File: config.mk
export PLATFORM = sky130hd
export DESIGN_NAME = ddr_axis_writer
export DESIGN_NICKNAME = d
export VERILOG_FILES = /design/src/rtl/ddr_axis_writer.sv
export SDC_FILE = /design/constraint.sdc
export NUM_CORES = 1
export LEC_CHECK = 0
export ABC_CLOCK_PERIOD_IN_PS = 7700
export CAP_MARGIN = 5
export CORE_AREA = 10 10 133 147
export CTS_CLUSTER_SIZE = 10
export DETAILED_ROUTE_END_ITERATION = 10
export DIE_AREA = 0 0 143 157
export PLACE_DENSITY_LB_ADDON = 0.15
export SLEW_MARGIN = 20
export SYNTH_ARGS = -nofsm -noshare
export SYNTH_HDL_FRONTEND = slang
export SYNTH_SLANG_ARGS = --single-unit
File: constraint.sdc
create_clock -name ui_clk -period 7.7 [get_ports ui_clk]
set_clock_uncertainty 0.2 [all_clocks]
set_input_delay 1.54 -clock ui_clk [delete_from_list [all_inputs] [get_ports ui_clk]]
set_output_delay 1.54 -clock ui_clk [all_outputs]
set_load 0.1 [all_outputs]
File: src/rtl/ddr_axis_writer.sv
// Drains 128-bit AXIS words into single-beat MIG UI writes over a wrapping frame window.
// Optional stall counter output enabled by defining DDR_WR_STALL_CNT_EN.
module ddr_axis_writer #(
  parameter int unsigned ADDR_W      = 27,
  parameter int unsigned BASE_ADDR   = 0,
  parameter int unsigned FRAME_WORDS = 38400,
  parameter int unsigned ADDR_STEP   = 8
) (
  input  logic              ui_clk,
  input  logic              ui_rst_n,
  input  logic              init_calib_complete,
  input  logic              s_axis_tvalid,
  output logic              s_axis_tready,
  input  logic [127:0]      s_axis_tdata,
  input  logic              s_axis_tlast,
  output logic [ADDR_W-1:0] app_addr,
  output logic [2:0]        app_cmd,
  output logic              app_en,
  input  logic              app_rdy,
  output logic [127:0]      app_wdf_data,
  output logic [15:0]       app_wdf_mask,
  output logic              app_wdf_wren,
  output logic              app_wdf_end,
  input  logic              app_wdf_rdy,
  output logic              frame_done,
  output logic              busy
`ifdef DDR_WR_STALL_CNT_EN
  ,
  output logic [31:0]       stall_cycles
`endif
);

  localparam logic [ADDR_W-1:0] BASE  = ADDR_W'(BASE_ADDR);
  localparam logic [ADDR_W-1:0] STEP  = ADDR_W'(ADDR_STEP);
  localparam logic [ADDR_W-1:0] LIMIT = ADDR_W'(BASE_ADDR + FRAME_WORDS * ADDR_STEP);

  logic              cmd_pend_q, cmd_pend_d;
  logic              data_pend_q, data_pend_d;
  logic              last_pend_q, last_pend_d;
  logic              frame_done_q, frame_done_d;
  logic [ADDR_W-1:0] app_addr_q, app_addr_d;
  logic [ADDR_W-1:0] next_addr_q, next_addr_d;
  logic [127:0]      wdf_data_q, wdf_data_d;
  logic              cmd_done, data_done, accept;
  logic [ADDR_W-1:0] addr_inc;

  assign cmd_done      = !cmd_pend_q || app_rdy;
  assign data_done     = !data_pend_q || app_wdf_rdy;
  assign s_axis_tready = init_calib_complete && cmd_done && data_done;
  assign accept        = s_axis_tvalid && s_axis_tready;
  assign addr_inc      = next_addr_q + STEP;

  always_comb begin
    cmd_pend_d   = cmd_pend_q && !app_rdy;
    data_pend_d  = data_pend_q && !app_wdf_rdy;
    last_pend_d  = last_pend_q && !(cmd_done && data_done);
    app_addr_d   = app_addr_q;
    wdf_data_d   = wdf_data_q;
    next_addr_d  = next_addr_q;
    // The last word's final handshake fires the pulse even if a new word lands on the same edge.
    frame_done_d = last_pend_q && (cmd_pend_q || data_pend_q) && cmd_done && data_done;
    if (accept) begin
      cmd_pend_d  = 1'b1;
      data_pend_d = 1'b1;
      last_pend_d = s_axis_tlast;
      app_addr_d  = next_addr_q;
      wdf_data_d  = s_axis_tdata;
      if (s_axis_tlast || addr_inc >= LIMIT) next_addr_d = BASE;
      else                                   next_addr_d = addr_inc;
    end
  end

  always_ff @(posedge ui_clk or negedge ui_rst_n) begin
    if (!ui_rst_n) begin
      cmd_pend_q   <= 1'b0;
      data_pend_q  <= 1'b0;
      last_pend_q  <= 1'b0;
      frame_done_q <= 1'b0;
      app_addr_q   <= BASE;
      next_addr_q  <= BASE;
      wdf_data_q   <= '0;
    end else begin
      cmd_pend_q   <= cmd_pend_d;
      data_pend_q  <= data_pend_d;
      last_pend_q  <= last_pend_d;
      frame_done_q <= frame_done_d;
      app_addr_q   <= app_addr_d;
      next_addr_q  <= next_addr_d;
      wdf_data_q   <= wdf_data_d;
    end
  end

  assign app_addr     = app_addr_q;
  assign app_cmd      = 3'b000;
  assign app_en       = cmd_pend_q;
  assign app_wdf_data = wdf_data_q;
  assign app_wdf_mask = '0;
  assign app_wdf_wren = data_pend_q;
  assign app_wdf_end  = data_pend_q;
  assign frame_done   = frame_done_q;
  assign busy         = cmd_pend_q || data_pend_q;

`ifdef DDR_WR_STALL_CNT_EN
  logic [31:0] stall_q, stall_d;

  always_comb begin
    stall_d = stall_q;
    if (((cmd_pend_q && !app_rdy) || (data_pend_q && !app_wdf_rdy)) && stall_q != '1)
      stall_d = stall_q + 32'd1;
  end

  always_ff @(posedge ui_clk or negedge ui_rst_n) begin
    if (!ui_rst_n) stall_q <= '0;
    else           stall_q <= stall_d;
  end

  assign stall_cycles = stall_q;
`endif

endmodule

==> results_dict.tcl <==
set metrics [dict create \
    status "finished clean" \
    hold_violations 0 \
    drt_pre_antenna_iters 4 \
    count_of_cells_along_the_worst_register_to_register_path 7 \
    crit-reg2reg-launch "next_addr_q[9]" \
    row_count 50 \
    maximum_number_of_pins_on_one_net_before_global_route_repair 112 \
    ctsRootBufferMaster "sky130_fd_sc_hd__clkbuf_16" \
    timing.slew.headroom_pct 29.1 \
    all_layer_global_routing_usage_pct 19.6 \
    routed_wl_um 22300 \
    grt_setup_unrepaired "no" \
    post-dp-hpwl_um 15800 \
    worst_skew_pair.late_latency_ns 0.42 \
    hold_ws_ns 0.270 \
    static-leakage-power_nw 5.47 \
    syn-cell-area_um2 7480 \
    final_period_minus_worst_setup_slack_ns 5.28 \
    timing.critical_path.required_ns 5.96 \
    hp-start "app_wdf_data[125]" \
    timing.final.setup_violations 0 \
    postSynth.asyncResetShare_pct 100 \
    min-delay-path-class "flop to flop" \
    finalMaxSlewViolations 0 \
    initial_core_utilization_pct 44.8 \
    drive_gt1_share_pct 4.32 \
    die-area_um2 22500 \
    final.setup.worst_slack_ns 2.42 \
    mostFrequentLayoutCell "sky130_fd_sc_hd__nand2_1" \
    cts_tree "yes" \
    netlist-cell-type-count 45 \
    p_total_w 0.00380 \
    yosysWarnings 0 \
    cts-buffers-inserted 17 \
    reg2reg_slack_ns 4.33 \
    fin_nets 1257 \
    ys.flop_type "sky130_fd_sc_hd__dfrtp_1" \
    drt.antenna.violating_nets 0 \
    cp-startpoint "app_wdf_rdy" \
    globalplace.congestion 0.775 \
    cts_setup_buffers 0 \
    worst-slew-pin-transition_ns 1.06 \
    die_height_um 157 \
    die_w_um 143 \
    clkSinkCount 180 \
    series_of_cell_instances_along_the_critical_path "clkdlybuf4s50_1 > nand2b_1 > and3_1 > clkdlybuf4s50_1" \
    worst_setup_slack_post_dpl_ns 2.42 \
    synthToLayoutAreaGrowth_pct 48.4 \
    clk_pin_slew_ns 0.06 \
    max_cap_violations 0 \
    cp-end-kind "output port" \
    grt_remaining_overflow 0 \
    post_cts_resize_count 0 \
    initial_drc_count 412 \
    vias 6356 \
    drcViolationCount 0 \
    final_cell_mix "sky130_fd_sc_hd__nand2_1, sky130_fd_sc_hd__clkdlybuf4s50_1, sky130_fd_sc_hd__dfrtp_1" \
    ratio_of_routed_vias_to_standard_cells 4.74 \
    critical_path.max_fanout 3 \
    cp-start-kind "primary input" \
    finalCritPeriodShare_pct 68.6 \
    worst_ep_arrival_time_ns 3.54 \
    port_buffers 292 \
    first_pass_grt_wire_length_um 34600 \
    critPathCapture "s_axis_tready" \
    wl_per_cell_um 16.7 \
    number_of_global_route_vias_before_repair 6401 \
    worstSetupPathType "primary input to output port" \
    synthesis.area_per_instance_um2 8.81 \
    worst_path_largest_cell_delay_ns 1.17 \
    post_synth_inst_count 849 \
    irDropWorstVdd_uv 195 \
    synth_enable_flop_cells 0 \
    fin_tns_setup_ns 0 \
    cts_buffer_depth 2 \
    power_per_cell_area_nw_per_um2 342 \
    floorplan.io_pins 315 \
    antenna_found_initial 0 \
    core_um2 16700 \
    critPathMostFrequentCell "sky130_fd_sc_hd__clkdlybuf4s50_1" \
    worst_r2r_endpoint "next_addr_q[15]" \
    portion_of_the_post_synthesis_area_used_by_sequential_elements_pct 60.2 \
    post_cts_hold_buffer_count 0 \
    crit_path_top_delay_cell "sky130_fd_sc_hd__clkdlybuf4s50_1" \
    num-fill-cells 1387 \
    ys_ff_latch 180 \
    insertedDiodeCount 0 \
    cts-htree-levels 4 \
    maxClockFrequency_mhz 189 \
]
## where the power goes
group,switching [W],leakage (nW),internal (W),total [W]
Sequential,0.0000797,2.31,0.00109,0.00117
Clock,0.000371,0.305,0.000560,0.000931
Combinational,0.00134,2.86,0.000355,0.00170
## area by class of cell
class                           instances  area, um2  area share (%)
Tap cell                              208        260            2.34
Multi-Input combinational cell        622       2710            24.4
Clock inverter                         12        180            1.62
Sequential cell                       180       4500            40.6
Clock buffer                           19        453            4.08
Timing Repair Buffer                  297       2980            26.9
Inverter                                3       11.3           0.101
## critical path: cells and delay by family
kind,cells,cell delay [ns]
buf+inv,2,1.61
simple gates,2,0.38
## cells by family after synthesis
family,share of synthesized area [%]
flops,60.2
buf+inv,4.78
simple gates,31.0
fa+ha+maj,0.167
xor+xnor,0.586
other cells,0.0501
compound gates,3.18
## Yosys cell counts, drive strengths merged (2+ instances only)
cell type | number | area share (%)
buf | 27 | 2.7
and2 | 13 | 1.1
nor2 | 13 | 0.65
nand2 | 483 | 24
or2 | 4 | 0.33
xnor2 | 4 | 0.47
inv | 3 | 0.15
dfrtp | 180 | 60
clkbuf | 38 | 1.9
nand3 | 14 | 1.0
nand4b | 3 | 0.35
nor4 | 5 | 1.0
a21oi | 2 | 0.13
and4 | 4 | 0.47
a211oi | 3 | 0.30
o211ai | 10 | 1.0
nor3 | 4 | 0.27
a31oi | 2 | 0.17
o21ai | 7 | 0.47
nand2b | 3 | 0.25
and3 | 4 | 0.33
nand4 | 7 | 0.67
## layer usage
layer,wire [um],track usage [%],up-vias
li1,-,-,3152
met1,8220,21.1,3002
met2,11800,34.0,173
met3,1700,6.90,29
met4,614,8.46,0
met5,0,0,-
## per-stage QoR
step	util, %	cell area (um2)	cells
2_1_floorplan	-	7560	870
4_1_cts	66.3	11100	1340
6_report	66.4	11100	1341
3_3_place_gp	62.5	10400	1309
3_5_place_dp	62.5	10400	1309
5_1_grt	66.4	11100	1341
## sequential cells by signal, summed over array words and instances (netlist names)
register and cells:
app_addr 24, next_addr_q 24, last_pend_q 1, app_en 1, frame_done 1, app_wdf_data 128
app_wdf_end 1
## worst min path at each step
| stage | endpoint | slack [ns] | cells after the start |
|---|---|---|---|
| 2_1_floorplan | frame_done | 0.27 | 2 |
| 3_3_place_gp | app_addr[4] | 0.26 | 2 |
| 3_5_place_dp | app_wdf_data[34] | 0.26 | 2 |
| 4_1_cts | app_wdf_data[34] | 0.28 | 2 |
| 5_1_grt | app_wdf_data[35] | 0.29 | 2 |
| 6_report | app_wdf_data[125] | 0.27 | 2 |
(Power assumes the default switching activity.)
